===== config.mk =====
export PLATFORM = sky130hd
export DESIGN_NAME = lif_post_neuron
export DESIGN_NICKNAME = d
export VERILOG_FILES = /design/src/rtl/lif_post_neuron.sv
export SDC_FILE = /design/constraint.sdc
export NUM_CORES = 1
export LEC_CHECK = 0
export BUFFER_PORTS_ARGS = -buffer_cell sky130_fd_sc_hd__buf_4
export CAP_MARGIN = 20
export CORE_MARGIN = 1
export CORE_UTILIZATION = 35
export DETAILED_ROUTE_END_ITERATION = 12
export GPL_ROUTABILITY_DRIVEN = 0
export SYNTH_ARGS = -nofsm -noshare
export SYNTH_HDL_FRONTEND = slang
export SYNTH_SLANG_ARGS = --single-unit
export TNS_END_PERCENT = 20

===== constraint.sdc =====
create_clock -name clk -period 12.7 [get_ports clk]
set_input_delay 2.54 -clock clk [delete_from_list [all_inputs] [get_ports clk]]
set_output_delay 2.54 -clock clk [all_outputs]
set_load 0.01 [all_outputs]

===== src/rtl/lif_post_neuron.sv =====
// Leaky integrate-and-fire postsynaptic neuron with five programmable 8-bit
// synaptic weights, saturating membrane and a fixed-length refractory period.
module lif_post_neuron #(
    parameter logic [9:0] THRESHOLD     = 10'd200,
    parameter logic [9:0] LEAK          = 10'd1,
    parameter logic [3:0] REFRAC_CYCLES = 4'd4
) (
    input  logic       clk,
    input  logic       rst,
    input  logic [4:0] pre_spike,
    input  logic       w_load,
    input  logic [2:0] w_sel,
    input  logic [7:0] w_data,
    output logic       post_spike,
    output logic [9:0] membrane,
    output logic       refractory,
    output logic [7:0] spike_count
);

    typedef enum logic {INTEGRATE, REFRACTORY} state_t;

    state_t          state, state_next;
    logic [4:0][7:0] w;
    logic [3:0]      refrac_cnt;
    logic [10:0]     sum;
    logic [9:0]      leaked;
    logic [11:0]     total;
    logic [9:0]      v_next;
    logic            fire;

    // Weights read here are the pre-edge values, so a same-cycle write
    // only takes effect on the following cycle.
    always_comb begin
        sum = '0;
        for (int i = 0; i < 5; i++)
            sum = sum + (pre_spike[i] ? {3'b000, w[i]} : 11'd0);
        leaked = (membrane >= LEAK) ? membrane - LEAK : 10'd0;
        total  = {2'b00, leaked} + {1'b0, sum};
        v_next = (total > 12'd1023) ? 10'd1023 : total[9:0];
        fire   = (v_next >= THRESHOLD);
    end

    always_comb begin
        state_next = state;
        case (state)
            INTEGRATE:  if (fire) state_next = REFRACTORY;
            REFRACTORY: if (refrac_cnt == 4'd1) state_next = INTEGRATE;
            default:    state_next = INTEGRATE;
        endcase
    end

    always_ff @(posedge clk) begin
        if (rst) state <= INTEGRATE;
        else     state <= state_next;
    end

    always_ff @(posedge clk) begin
        if (rst) begin
            w           <= '0;
            membrane    <= '0;
            post_spike  <= 1'b0;
            spike_count <= '0;
            refrac_cnt  <= '0;
        end else begin
            for (int i = 0; i < 5; i++)
                if (w_load && w_sel == 3'(i)) w[i] <= w_data;
            post_spike <= 1'b0;
            if (state == INTEGRATE) begin
                if (fire) begin
                    membrane    <= '0;
                    post_spike  <= 1'b1;
                    spike_count <= spike_count + 8'd1;
                    refrac_cnt  <= REFRAC_CYCLES;
                end else begin
                    membrane <= v_next;
                end
            end else begin
                membrane   <= '0;
                refrac_cnt <= refrac_cnt - 4'd1;
            end
        end
    end

    assign refractory = (state == REFRACTORY);

endmodule


==> flow_metrics.env, run 1 <==
export IMPL_hold_path_class="reg2reg"
export IMPL_cts_tree="done"
export IMPL_synth_compound_area_share_pct=11.0
export IMPL_dieHeight_um=109
export IMPL_holdBufCountCts=0
export IMPL_num_antenna_cells=0
export IMPL_die_x_um=109
export IMPL_clk_pin_slew_ns=0.06
export IMPL_root_buffer="clkbuf_16"
export IMPL_area_growth_pct=17.2
export IMPL_leakage_nw=1.91
export IMPL_numClockSinks=64
export IMPL_period_share_pct=52.3
export IMPL_skew_ns=0.00812
export IMPL_first_iter_violations=171
export IMPL_path_delay_family="adder cells"
export IMPL_vias_per_cell=5.04
export IMPL_max_freq_ghz=0.151
export IMPL_preCtsSetupSlack_ns=5.75
export IMPL_synth_cells=468
export IMPL_synthAdderAreaFrac_pct=21.0
export IMPL_dr_pass1_iters=5
export IMPL_synth_edf_count=0
export IMPL_final_common_cell="nand2_1"
export IMPL_min_period_ns=6.64
export IMPL_ctsResizeCount=0
export IMPL_path_cells="buf_4 > and2_1 > fa_1 > inv_1 > fa_1 > inv_1 > fa_1 > ha_1 > fa_1 > a211oi_2 > or2_0 > a31oi_1 > and4bb_1 > and3_4 > nor4b_4 > mux2_4"
export IMPL_grt_pass1_vias=3188
export IMPL_slew_headroom_pct=41.8
export IMPL_drc=0
export IMPL_synth_area_mux_share_pct=2.38
export IMPL_ys_ff_latch=64
export IMPL_crit_type="in2reg"
export IMPL_cts_max_path_buffers=2
export IMPL_fin_tns_setup_ns=0
export IMPL_drv_cap=0
export IMPL_grt_usage_pct=17.4
export IMPL_antenna_left=0
export IMPL_endpoint_kind="flip-flop"
export IMPL_cp_required_ns=12.92
export IMPL_totalWireLength_mm=9.56
export IMPL_path_buf_inv=3
export IMPL_postLayoutCellArea_mm2=0.00469
export IMPL_status="finished clean"
export IMPL_rsz0062_at_grt="false"
export IMPL_synth_cell_type_count=58
export IMPL_antenna_found_initial=0
export IMPL_rows=38
export IMPL_power_mw=0.738
export IMPL_regToRegSetupSlack_ns=6.66
export IMPL_hold_viol=0
export IMPL_cts_buffers=9
export IMPL_slowest_delay_ns=0.52
export IMPL_start_kind="primary input"
export IMPL_ios=39
export IMPL_grt_pass1_wl_mm=15.4
export IMPL_synth_cell_area_mm2=0.00400
export IMPL_grt_overflow_total=0
export IMPL_synth_xor_area_share_pct=2.19
export IMPL_syn_area_per_cell_um2=8.54
export IMPL_crit_path_frequent_cell="fa_1"
export IMPL_cts_htree_levels=3
export IMPL_num_vias=3243
export IMPL_place_hpwl_mm=7.37
export IMPL_hold_ws_ns=0.450
export IMPL_grt_max_degree=56
export IMPL_worst_pin_slew_ns=0.867
export IMPL_clkLatencyLatePin_ns=0.33
export IMPL_most_common_layout_cells="100 x nand2_1, 64 x dfxtp_1, 42 x a21oi_1, 39 x inv_1, 38 x buf_4"
export IMPL_crit_fanout=22
export IMPL_drive_gt1_share_pct=12.7
export IMPL_ir_worst_vdd_mv=0.0686
export IMPL_io_buffers=38
export IMPL_cp_arrival_ns=6.86
export IMPL_start_util_pct=36.4
export IMPL_yosysSeqAreaShare_pct=32.0
export IMPL_report_final_slew_viol_count=0
export IMPL_ys_warn_count=0
export IMPL_coreArea_mm2=0.0110
export IMPL_synthArstFlopShare_pct=0
export IMPL_dieArea_mm2=0.0119
export IMPL_wire_per_inst_um=14.8
export IMPL_synthSimpleGateAreaFrac_pct=25.3
export IMPL_cts_setup_buffers=0
export IMPL_p_per_area_mw_per_mm2=157
export IMPL_finalSetupViolCount=0
export IMPL_fin_nets=566
export IMPL_worst_slack_ns=6.06
export IMPL_synth_main_ff_cell="dfxtp_1"
export IMPL_slowest_stage="fa_1"
export IMPL_placed_area_mm2=0.00437
export IMPL_synth_top_family_by_area="simple AND/OR/NAND/NOR gates"
cell type report:
class	instances	area, µm²
well taps	140	175
fillers	1123	6290
flip-flops and latches	64	1280
clock inverters	5	81.3
clock buffers	11	233
inverters	40	150
repair buffers	38	285
multi-input cells	346	2480
synth_stat cells (all sizes together), types with 2 or more instances:
library cell | number | share of area [%]
a211oi | 3 | 0.81
a21o | 3 | 0.56
a21oi | 42 | 5.3
a31oi | 2 | 0.31
and2 | 19 | 3.0
and3 | 9 | 1.5
and4 | 3 | 0.66
buf | 4 | 0.78
clkbuf | 15 | 1.4
dfxtp | 64 | 32
fa | 32 | 16
ha | 16 | 5.0
inv | 40 | 3.8
mux2i | 8 | 2.0
nand2 | 100 | 9.4
nand2b | 4 | 0.63
nand3 | 6 | 0.75
nand3b | 3 | 0.56
nand4 | 3 | 0.47
nand4b | 2 | 0.44
nor2 | 30 | 2.8
nor2b | 3 | 0.47
nor3 | 5 | 0.63
nor4 | 2 | 0.31
nor4b | 4 | 1.4
o21ai | 7 | 0.88
o31ai | 5 | 0.94
or2 | 4 | 0.63
or3 | 3 | 0.47
or4 | 2 | 0.38
xnor2 | 5 | 1.1
xor2 | 5 | 1.1
flip-flops by register name, summed over array words and instances (netlist names):
signal,cells
w,40
refrac_cnt,4
refractory,1
membrane,10
post_spike,1
spike_count,8
stage by stage:
step                util (%)  std cells
global route            42.7        644
global placement        39.8        628
floorplan                  -        469
detailed placement      39.8        628
CTS                     42.7        644
finish                  42.7        644
cell families (layout without fill, tap and decap cells):
family / count (synthesis) / in the layout
simple gates: 205 / 205
mux: 9 / 9
flops: 64 / 64
xor+xnor: 10 / 10
fa+ha+maj: 48 / 48
other cells: 1 / 2
buf+inv: 59 / 94
compound gates: 72 / 72
final timing paths:
path         cells after the start                          end                    from
max                             16  spike_count[7]$_SDFFE_PP0P_            pre_spike[0]
min                              2           w[25]$_SDFFE_PP0P_      w[25]$_SDFFE_PP0P_
max reg2reg                     20  spike_count[7]$_SDFFE_PP0P_  membrane[5]$_SDFF_PP0_
min reg2reg                      2           w[25]$_SDFFE_PP0P_      w[25]$_SDFFE_PP0P_
worst register-to-register path: stages (launching register included):
cell      delay, ns
dfxtp_1        0.33
nor4_1         0.34
nand2_1        0.17
nor2_1         0.11
nand2_1        0.07
nor3_1         0.67
nor2_1         0.16
fa_1           0.58
inv_1          0.06
fa_1           0.52
inv_1          0.06
fa_1           0.48
ha_1           0.25
fa_1           0.42
a211oi_2       0.36
or2_0          0.17
a31oi_1        0.09
and4bb_1       0.22
and3_4         0.26
nor4b_4        0.32
mux2_4         0.32
routing by layer:
| layer | GRT usage [%] | share of wire, % | vias to the layer above |
|---|---|---|---|
| li1 | - | - | 1606 |
| met1 | 23.5 | 49 | 1558 |
| met2 | 27.6 | 47 | 66 |
| met3 | 3.95 | 3.2 | 13 |
| met4 | 5.02 | 0.98 | 0 |
| met5 | 0 | 0 | - |
report_power, final:
part	internal, mW	switching, mW	total, mW
combinational	0.0984	0.141	0.239
sequential	0.218	0.0198	0.237
clock	0.172	0.0898	0.262
No activity file was read; power rests on OpenSTA's default activity.
==> inputs of run 2 (changes only) <==
==> constraint.sdc (replaced) <==
create_clock -name clk -period 5.5 [get_ports clk]
set_input_delay 1.1 -clock clk [delete_from_list [all_inputs] [get_ports clk]]
set_output_delay 1.1 -clock clk [all_outputs]
set_load 0.01 [all_outputs]
==> run 2 against run 1 <==
- die area is the same
- critical endpoint is now spike_count[5]$_SDFFE_PP0P_
- core utilization rose by 1.7 points
- non-clock buffer count is 12 higher
- combinational power grew to 2.6 times the previous value
- wire length grew 3.0%
- count of clock-buffer cells in the layout grew 1
- design area increased by 4.0%
- global-route usage increased by 0.21 points
- first-iteration DRC count up 13%
- power is 130% higher
- largest cell class unchanged
==> flow_metrics.env, run 2 (synthesized netlist as in run 1, its figures left out) <==
export IMPL_cts_tree="done"
export IMPL_leakage_nw=1.99
export IMPL_totalWireLength_mm=9.84
export IMPL_coreArea_mm2=0.0110
export IMPL_grt_pass1_wl_mm=15.6
export IMPL_num_antenna_cells=0
export IMPL_drc=0
export IMPL_crit_type="reg2reg"
export IMPL_ios=39
export IMPL_rsz0062_at_grt="true"
export IMPL_die_x_um=109
export IMPL_cp_arrival_ns=5.54
export IMPL_skew_ns=0.00876
export IMPL_status="finished clean"
export IMPL_drv_cap=0
export IMPL_rows=38
export IMPL_dieHeight_um=109
export IMPL_holdPathStages=2
export IMPL_max_freq_ghz=0.190
export IMPL_ir_worst_vdd_mv=0.239
export IMPL_hold_viol=0
export IMPL_p_per_area_mw_per_mm2=355
export IMPL_hold_end="w[1]$_SDFFE_PP0P_"
export IMPL_reg_top3="w: 40 flops, membrane: 10 flops, spike_count: 8 flops"
export IMPL_final_common_cell="nand2_1"
export IMPL_numClockSinks=64
export IMPL_met1_length_mm=4.46
export IMPL_grt_max_degree=56
export IMPL_routed_top_layer="met4"
export IMPL_dr_pass1_iters=4
export IMPL_grt_pass1_vias=3105
export IMPL_cts_htree_levels=3
export IMPL_numPlacedInstances=633
export IMPL_preCtsSetupSlack_ns=0.0301
export IMPL_fin_nets=579
export IMPL_crit_fanout=5
export IMPL_regMostFlops="w"
export IMPL_endpoint_kind="flip-flop"
export IMPL_antenna_left=0
export IMPL_most_common_layout_cells="100 x nand2_1, 62 x dfxtp_1, 49 x buf_4, 39 x inv_1, 39 x a21oi_1"
export IMPL_root_buffer="clkbuf_16"
export IMPL_clkLatencyLatePin_ns=0.34
export IMPL_min_delay_start="w[1]$_SDFFE_PP0P_"
export IMPL_io_buffers=38
export IMPL_drive_gt1_share_pct=18.6
export IMPL_period_share_pct=95.9
export IMPL_hold_path_class="reg2reg"
export IMPL_finalSetupViolCount=0
export IMPL_regToRegSetupSlack_ns=0.22
export IMPL_fin_tns_setup_ns=0
export IMPL_r2r_end="spike_count[5]$_SDFFE_PP0P_"
export IMPL_vias_per_cell=4.97
export IMPL_antenna_found_initial=0
export IMPL_worst_pin_slew_ns=0.588
export IMPL_start_kind="flip-flop"
export IMPL_cts_max_path_buffers=2
export IMPL_place_hpwl_mm=7.33
export IMPL_r2r_cells=21
export IMPL_slew_headroom_pct=60.8
export IMPL_cts_buffers=9
export IMPL_first_iter_violations=193
export IMPL_clk_pin_slew_ns=0.06
export IMPL_cp_required_ns=5.77
export IMPL_start_util_pct=36.4
export IMPL_grt_usage_pct=17.6
export IMPL_finalNonFillerCells=657
export IMPL_wire_per_inst_um=15.0
export IMPL_r2r_start="membrane[2]$_SDFF_PP0_"
export IMPL_num_vias=3268
export IMPL_wl_met2_mm=4.75
export IMPL_wl_met3_um=491
export IMPL_min_period_ns=5.28
export IMPL_startpoint="membrane[2]$_SDFF_PP0_"
export IMPL_largest_reg_flops=40
export IMPL_grt_overflow_total=0
export IMPL_worst_slack_ns=0.224
export IMPL_dieArea_mm2=0.0119
export IMPL_area_growth_pct=21.9
export IMPL_report_final_slew_viol_count=0
export IMPL_nFillCells=1058
run 2: power by group:
group	internal [mW]	switching [mW]
Clock	0.348	0.203
Combinational	0.281	0.351
Sequential	0.503	0.0439
run 2: through the flow:
| step | utilization (%) | hold WS (ns) | power (mW) | instance area, µm² |
|---|---|---|---|---|
| 2_1_floorplan | - | 0.432 | 0.975 | 4010 |
| 3_3_place_gp | 40.2 | 0.439 | 1.12 | 4420 |
| 3_5_place_dp | 40.2 | 0.445 | 1.13 | 4420 |
| 4_1_cts | 42.8 | 0.451 | 1.69 | 4700 |
| 5_1_grt | 44.4 | 0.474 | 1.85 | 4870 |
| 6_report | 44.4 | 0.449 | 1.73 | 4870 |
run 2: routing by layer:
metal,vias up,track usage [%]
met5,-,0
li1,1629,-
met4,0,4.73
met1,1559,24.1
met2,68,26.8
met3,12,5.14
run 2: how the worst max path moves through the flow:
stage                                  endpoint  slack [ns]  depth (start not counted)
floorplan           spike_count[7]$_SDFFE_PP0P_        0.13                         21
global placement    spike_count[7]$_SDFFE_PP0P_        0.05                         16
detailed placement  spike_count[6]$_SDFFE_PP0P_        0.03                         16
CTS                 spike_count[6]$_SDFFE_PP0P_        0.02                         20
global route        spike_count[5]$_SDFFE_PP0P_       -0.08                         21
finish              spike_count[5]$_SDFFE_PP0P_        0.22                         21
run 2: final cells by class:
cell class / count / area [µm²] / share of cell area, %
multi-input cells: 347 / 2600 / 53.4
flip-flops and latches: 64 / 1290 / 26.4
repair buffers: 50 / 379 / 7.78
clock buffers: 12 / 236 / 4.85
well taps: 140 / 175 / 3.59
inverters: 40 / 150 / 3.08
clock inverters: 4 / 45.0 / 0.924
run 2: timing repair:
action / in CTS / in global routing
setup buffers: 0 / 7
gates resized for setup: 0 / 28
hold buffers: 0 / 0
endpoints found under the setup margin: 0 / 21
run 2: critical path, stage by stage, from the launching register on:
cell and delay, ns:
dfxtp_4 0.35, nor4_4 0.27, nand2_1 0.09, nor2_1 0.11, nand2_1 0.10, nor3_4 0.28, nor2_2 0.09, fa_1 0.54
inv_1 0.06, fa_1 0.50, inv_1 0.05, fa_1 0.50, ha_4 0.19, fa_2 0.39, a211oi_4 0.30, buf_4 0.17
o211ai_1 0.12, nand4b_1 0.13, o31ai_2 0.09, and3_4 0.22, or4_4 0.51, a21oi_2 0.14
==> inputs of run 3 (changes only) <==
--- a/config.mk
+++ b/config.mk
@@ -8,9 +8,11 @@
 export BUFFER_PORTS_ARGS = -buffer_cell sky130_fd_sc_hd__buf_4
 export CAP_MARGIN = 20
 export CORE_MARGIN = 1
-export CORE_UTILIZATION = 35
+export CORE_UTILIZATION = 50
 export DETAILED_ROUTE_END_ITERATION = 12
 export GPL_ROUTABILITY_DRIVEN = 0
+export PLACE_DENSITY = 0.72
+export SETUP_SLACK_MARGIN = 0.3
 export SYNTH_ARGS = -nofsm -noshare
 export SYNTH_HDL_FRONTEND = slang
 export SYNTH_SLANG_ARGS = --single-unit
==> run 3 against run 2 <==
- critical path depth did not move
- clock power fell by 28%
- die area fell by 29%
- register-to-register slack got worse by 0.04 ns
- wire length rose by 4.1%
- highest routed layer unchanged
- combinational power rose by 17%
- sequential power rose by 0.7%
==> flow_metrics.env, run 3 (synthesized netlist as in run 1, its figures left out) <==
export IMPL_status="finished clean"
export IMPL_wire_per_inst_um=16.4
export IMPL_power_mw=1.68
export IMPL_routed_top_layer="met4"
export IMPL_start_util_pct=51.7
export IMPL_first_iter_violations=172
export IMPL_rows=32
export IMPL_combinationalPowerShare_pct=43.8
export IMPL_numPlacedInstances=591
export IMPL_start_kind="flip-flop"
export IMPL_cts_buffers=9
export IMPL_postLayoutCellArea_mm2=0.00485
export IMPL_intPower_mw=1.04
export IMPL_root_buffer="clkbuf_8"
export IMPL_holdBufCountCts=0
export IMPL_antenna_left=0
export IMPL_worst_pin_slew_ns=0.590
export IMPL_preCtsSetupSlack_ns=-0.0162
export IMPL_cts_tree="done"
export IMPL_placed_area_mm2=0.00437
export IMPL_clkLatencyLatePin_ns=0.34
export IMPL_met1_length_mm=4.47
export IMPL_drc=0
export IMPL_seq_power_share_pct=32.7
export IMPL_io_buffers=38
export IMPL_r2r_end="spike_count[6]$_SDFFE_PP0P_"
export IMPL_p_per_area_mw_per_mm2=347
export IMPL_num_vias=3428
export IMPL_hold_ws_ns=0.460
export IMPL_cp_required_ns=5.77
export IMPL_hold_path_class="reg2reg"
export IMPL_crit_type="reg2reg"
export IMPL_worst_slack_ns=0.186
export IMPL_endpoint_kind="flip-flop"
export IMPL_num_antenna_cells=0
export IMPL_die_x_um=91.4
export IMPL_antenna_found_initial=0
export IMPL_p_switching_mw=0.638
export IMPL_finalNonFillerCells=625
export IMPL_r2r_cells=21
export IMPL_min_delay_start="w[31]$_SDFFE_PP0P_"
export IMPL_wl_met2_mm=4.89
export IMPL_drive_gt1_share_pct=22.6
export IMPL_ir_worst_vdd_mv=0.238
export IMPL_reg_top3="w: 40 flops, membrane: 10 flops, spike_count: 8 flops"
export IMPL_skew_ns=0.0101
export IMPL_hold_viol=0
export IMPL_holdPathStages=2
export IMPL_vias_per_cell=5.48
export IMPL_fin_util_pct=62.7
export IMPL_regToRegSetupSlack_ns=0.19
export IMPL_most_common_layout_cells="99 x nand2_1, 59 x dfxtp_1, 54 x buf_4, 42 x a21oi_1, 37 x inv_1"
export IMPL_totalWireLength_mm=10.2
export IMPL_dieArea_mm2=0.00836
export IMPL_grt_usage_pct=25.2
export IMPL_leakage_nw=1.98
export IMPL_cp_arrival_ns=5.58
export IMPL_crit_fanout=5
export IMPL_cts_htree_levels=3
export IMPL_coreArea_mm2=0.00773
export IMPL_r2r_start="membrane[2]$_SDFF_PP0_"
export IMPL_rsz0062_at_grt="true"
export IMPL_wl_met3_um=662
export IMPL_cts_max_path_buffers=2
export IMPL_finalSetupViolCount=0
export IMPL_report_final_slew_viol_count=0
export IMPL_p_sw_share_pct=37.9
export IMPL_dr_pass1_iters=4
export IMPL_fin_tns_setup_ns=0
export IMPL_grt_pass1_vias=3272
export IMPL_clkPwrFrac_pct=23.5
export IMPL_grt_pass1_wl_mm=16.2
export IMPL_grt_overflow_total=0
export IMPL_ios=39
export IMPL_area_growth_pct=21.2
export IMPL_largest_reg_flops=40
export IMPL_grt_max_degree=56
export IMPL_drv_cap=0
export IMPL_min_period_ns=5.31
export IMPL_final_common_cell="nand2_1"
export IMPL_place_hpwl_mm=7.18
export IMPL_numClockSinks=64
export IMPL_max_freq_ghz=0.188
export IMPL_fin_nets=586
export IMPL_slew_headroom_pct=60.7
export IMPL_period_share_pct=96.6
export IMPL_regMostFlops="w"
export IMPL_clk_pin_slew_ns=0.08
export IMPL_dieHeight_um=91.4
export IMPL_hold_end="w[31]$_SDFFE_PP0P_"
run 3: changes by cell type in the layout (fill, tap and decap cells not counted), sizes merged:
| cell | previous run | this run |
|---|---|---|
| clkbuf | 12 | 9 |
| clkinvlp | 0 | 1 |
| clkinv | 3 | 4 |
| buf | 50 | 57 |
run 3: critical path, cell delays in order (launching register included):
cell and delay, ns:
dfxtp_4 0.36, nor4_4 0.27, nand2_1 0.12, nor2_2 0.12, nand2_2 0.08, nor3_4 0.20
buf_4 0.14, nor2_2 0.04, fa_1 0.53, inv_2 0.04, fa_1 0.50, inv_2 0.05
fa_1 0.52, ha_4 0.20, fa_2 0.42, a211oi_4 0.28, or2_0 0.15, a31oi_1 0.07
and4bb_2 0.27, and3_4 0.21, or4_1 0.50, a21oi_1 0.15
run 3: layout make-up:
type	count	area (µm²)
fill	656	2880
tap	102	128
timing repair buffer	57	439
inverter	40	150
multi-input combinational	347	2650
clock buffer	9	124
sequential	64	1290
clock inverter	6	61.3
run 3: worst max-delay path by stage:
stage               depth (start not counted)                           to  slack [ns]                   start
floorplan                                  21  spike_count[7]$_SDFFE_PP0P_        0.31  membrane[4]$_SDFF_PP0_
CTS                                        20   refrac_cnt[3]$_SDFFE_PP0P_        0.28  membrane[5]$_SDFF_PP0_
global route                               21  spike_count[6]$_SDFFE_PP0P_      -0.009  membrane[2]$_SDFF_PP0_
detailed placement                         20  spike_count[5]$_SDFFE_PP0P_       -0.02  membrane[2]$_SDFF_PP0_
finish                                     21  spike_count[6]$_SDFFE_PP0P_        0.19  membrane[2]$_SDFF_PP0_
global placement                           20  spike_count[7]$_SDFFE_PP0P_        0.14  membrane[2]$_SDFF_PP0_
run 3: layer usage:
metal | track usage [%] | vias up
met2 | 39.8 | 120
met3 | 4.94 | 18
met4 | 8.86 | 0
met1 | 34.3 | 1651
met5 | 0 | -
li1 | - | 1639
run 3: power by group through the flow:
stage / registers (mW) / logic, mW / clock network (mW)
after floorplan: 0.547 / 0.436 / 0
after global placement: 0.555 / 0.556 / 0
after detailed placement: 0.558 / 0.570 / 0
after CTS: 0.548 / 0.647 / 0.396
after global routing: 0.556 / 0.810 / 0.418
final: 0.551 / 0.737 / 0.395
run 3: what timing repair did:
item	4_1_cts	5_1_grt
pin swaps	20	25
gates resized for setup	16	27
setup endpoints to repair	21	22
setup buffers	11	7
gates cloned	1	0
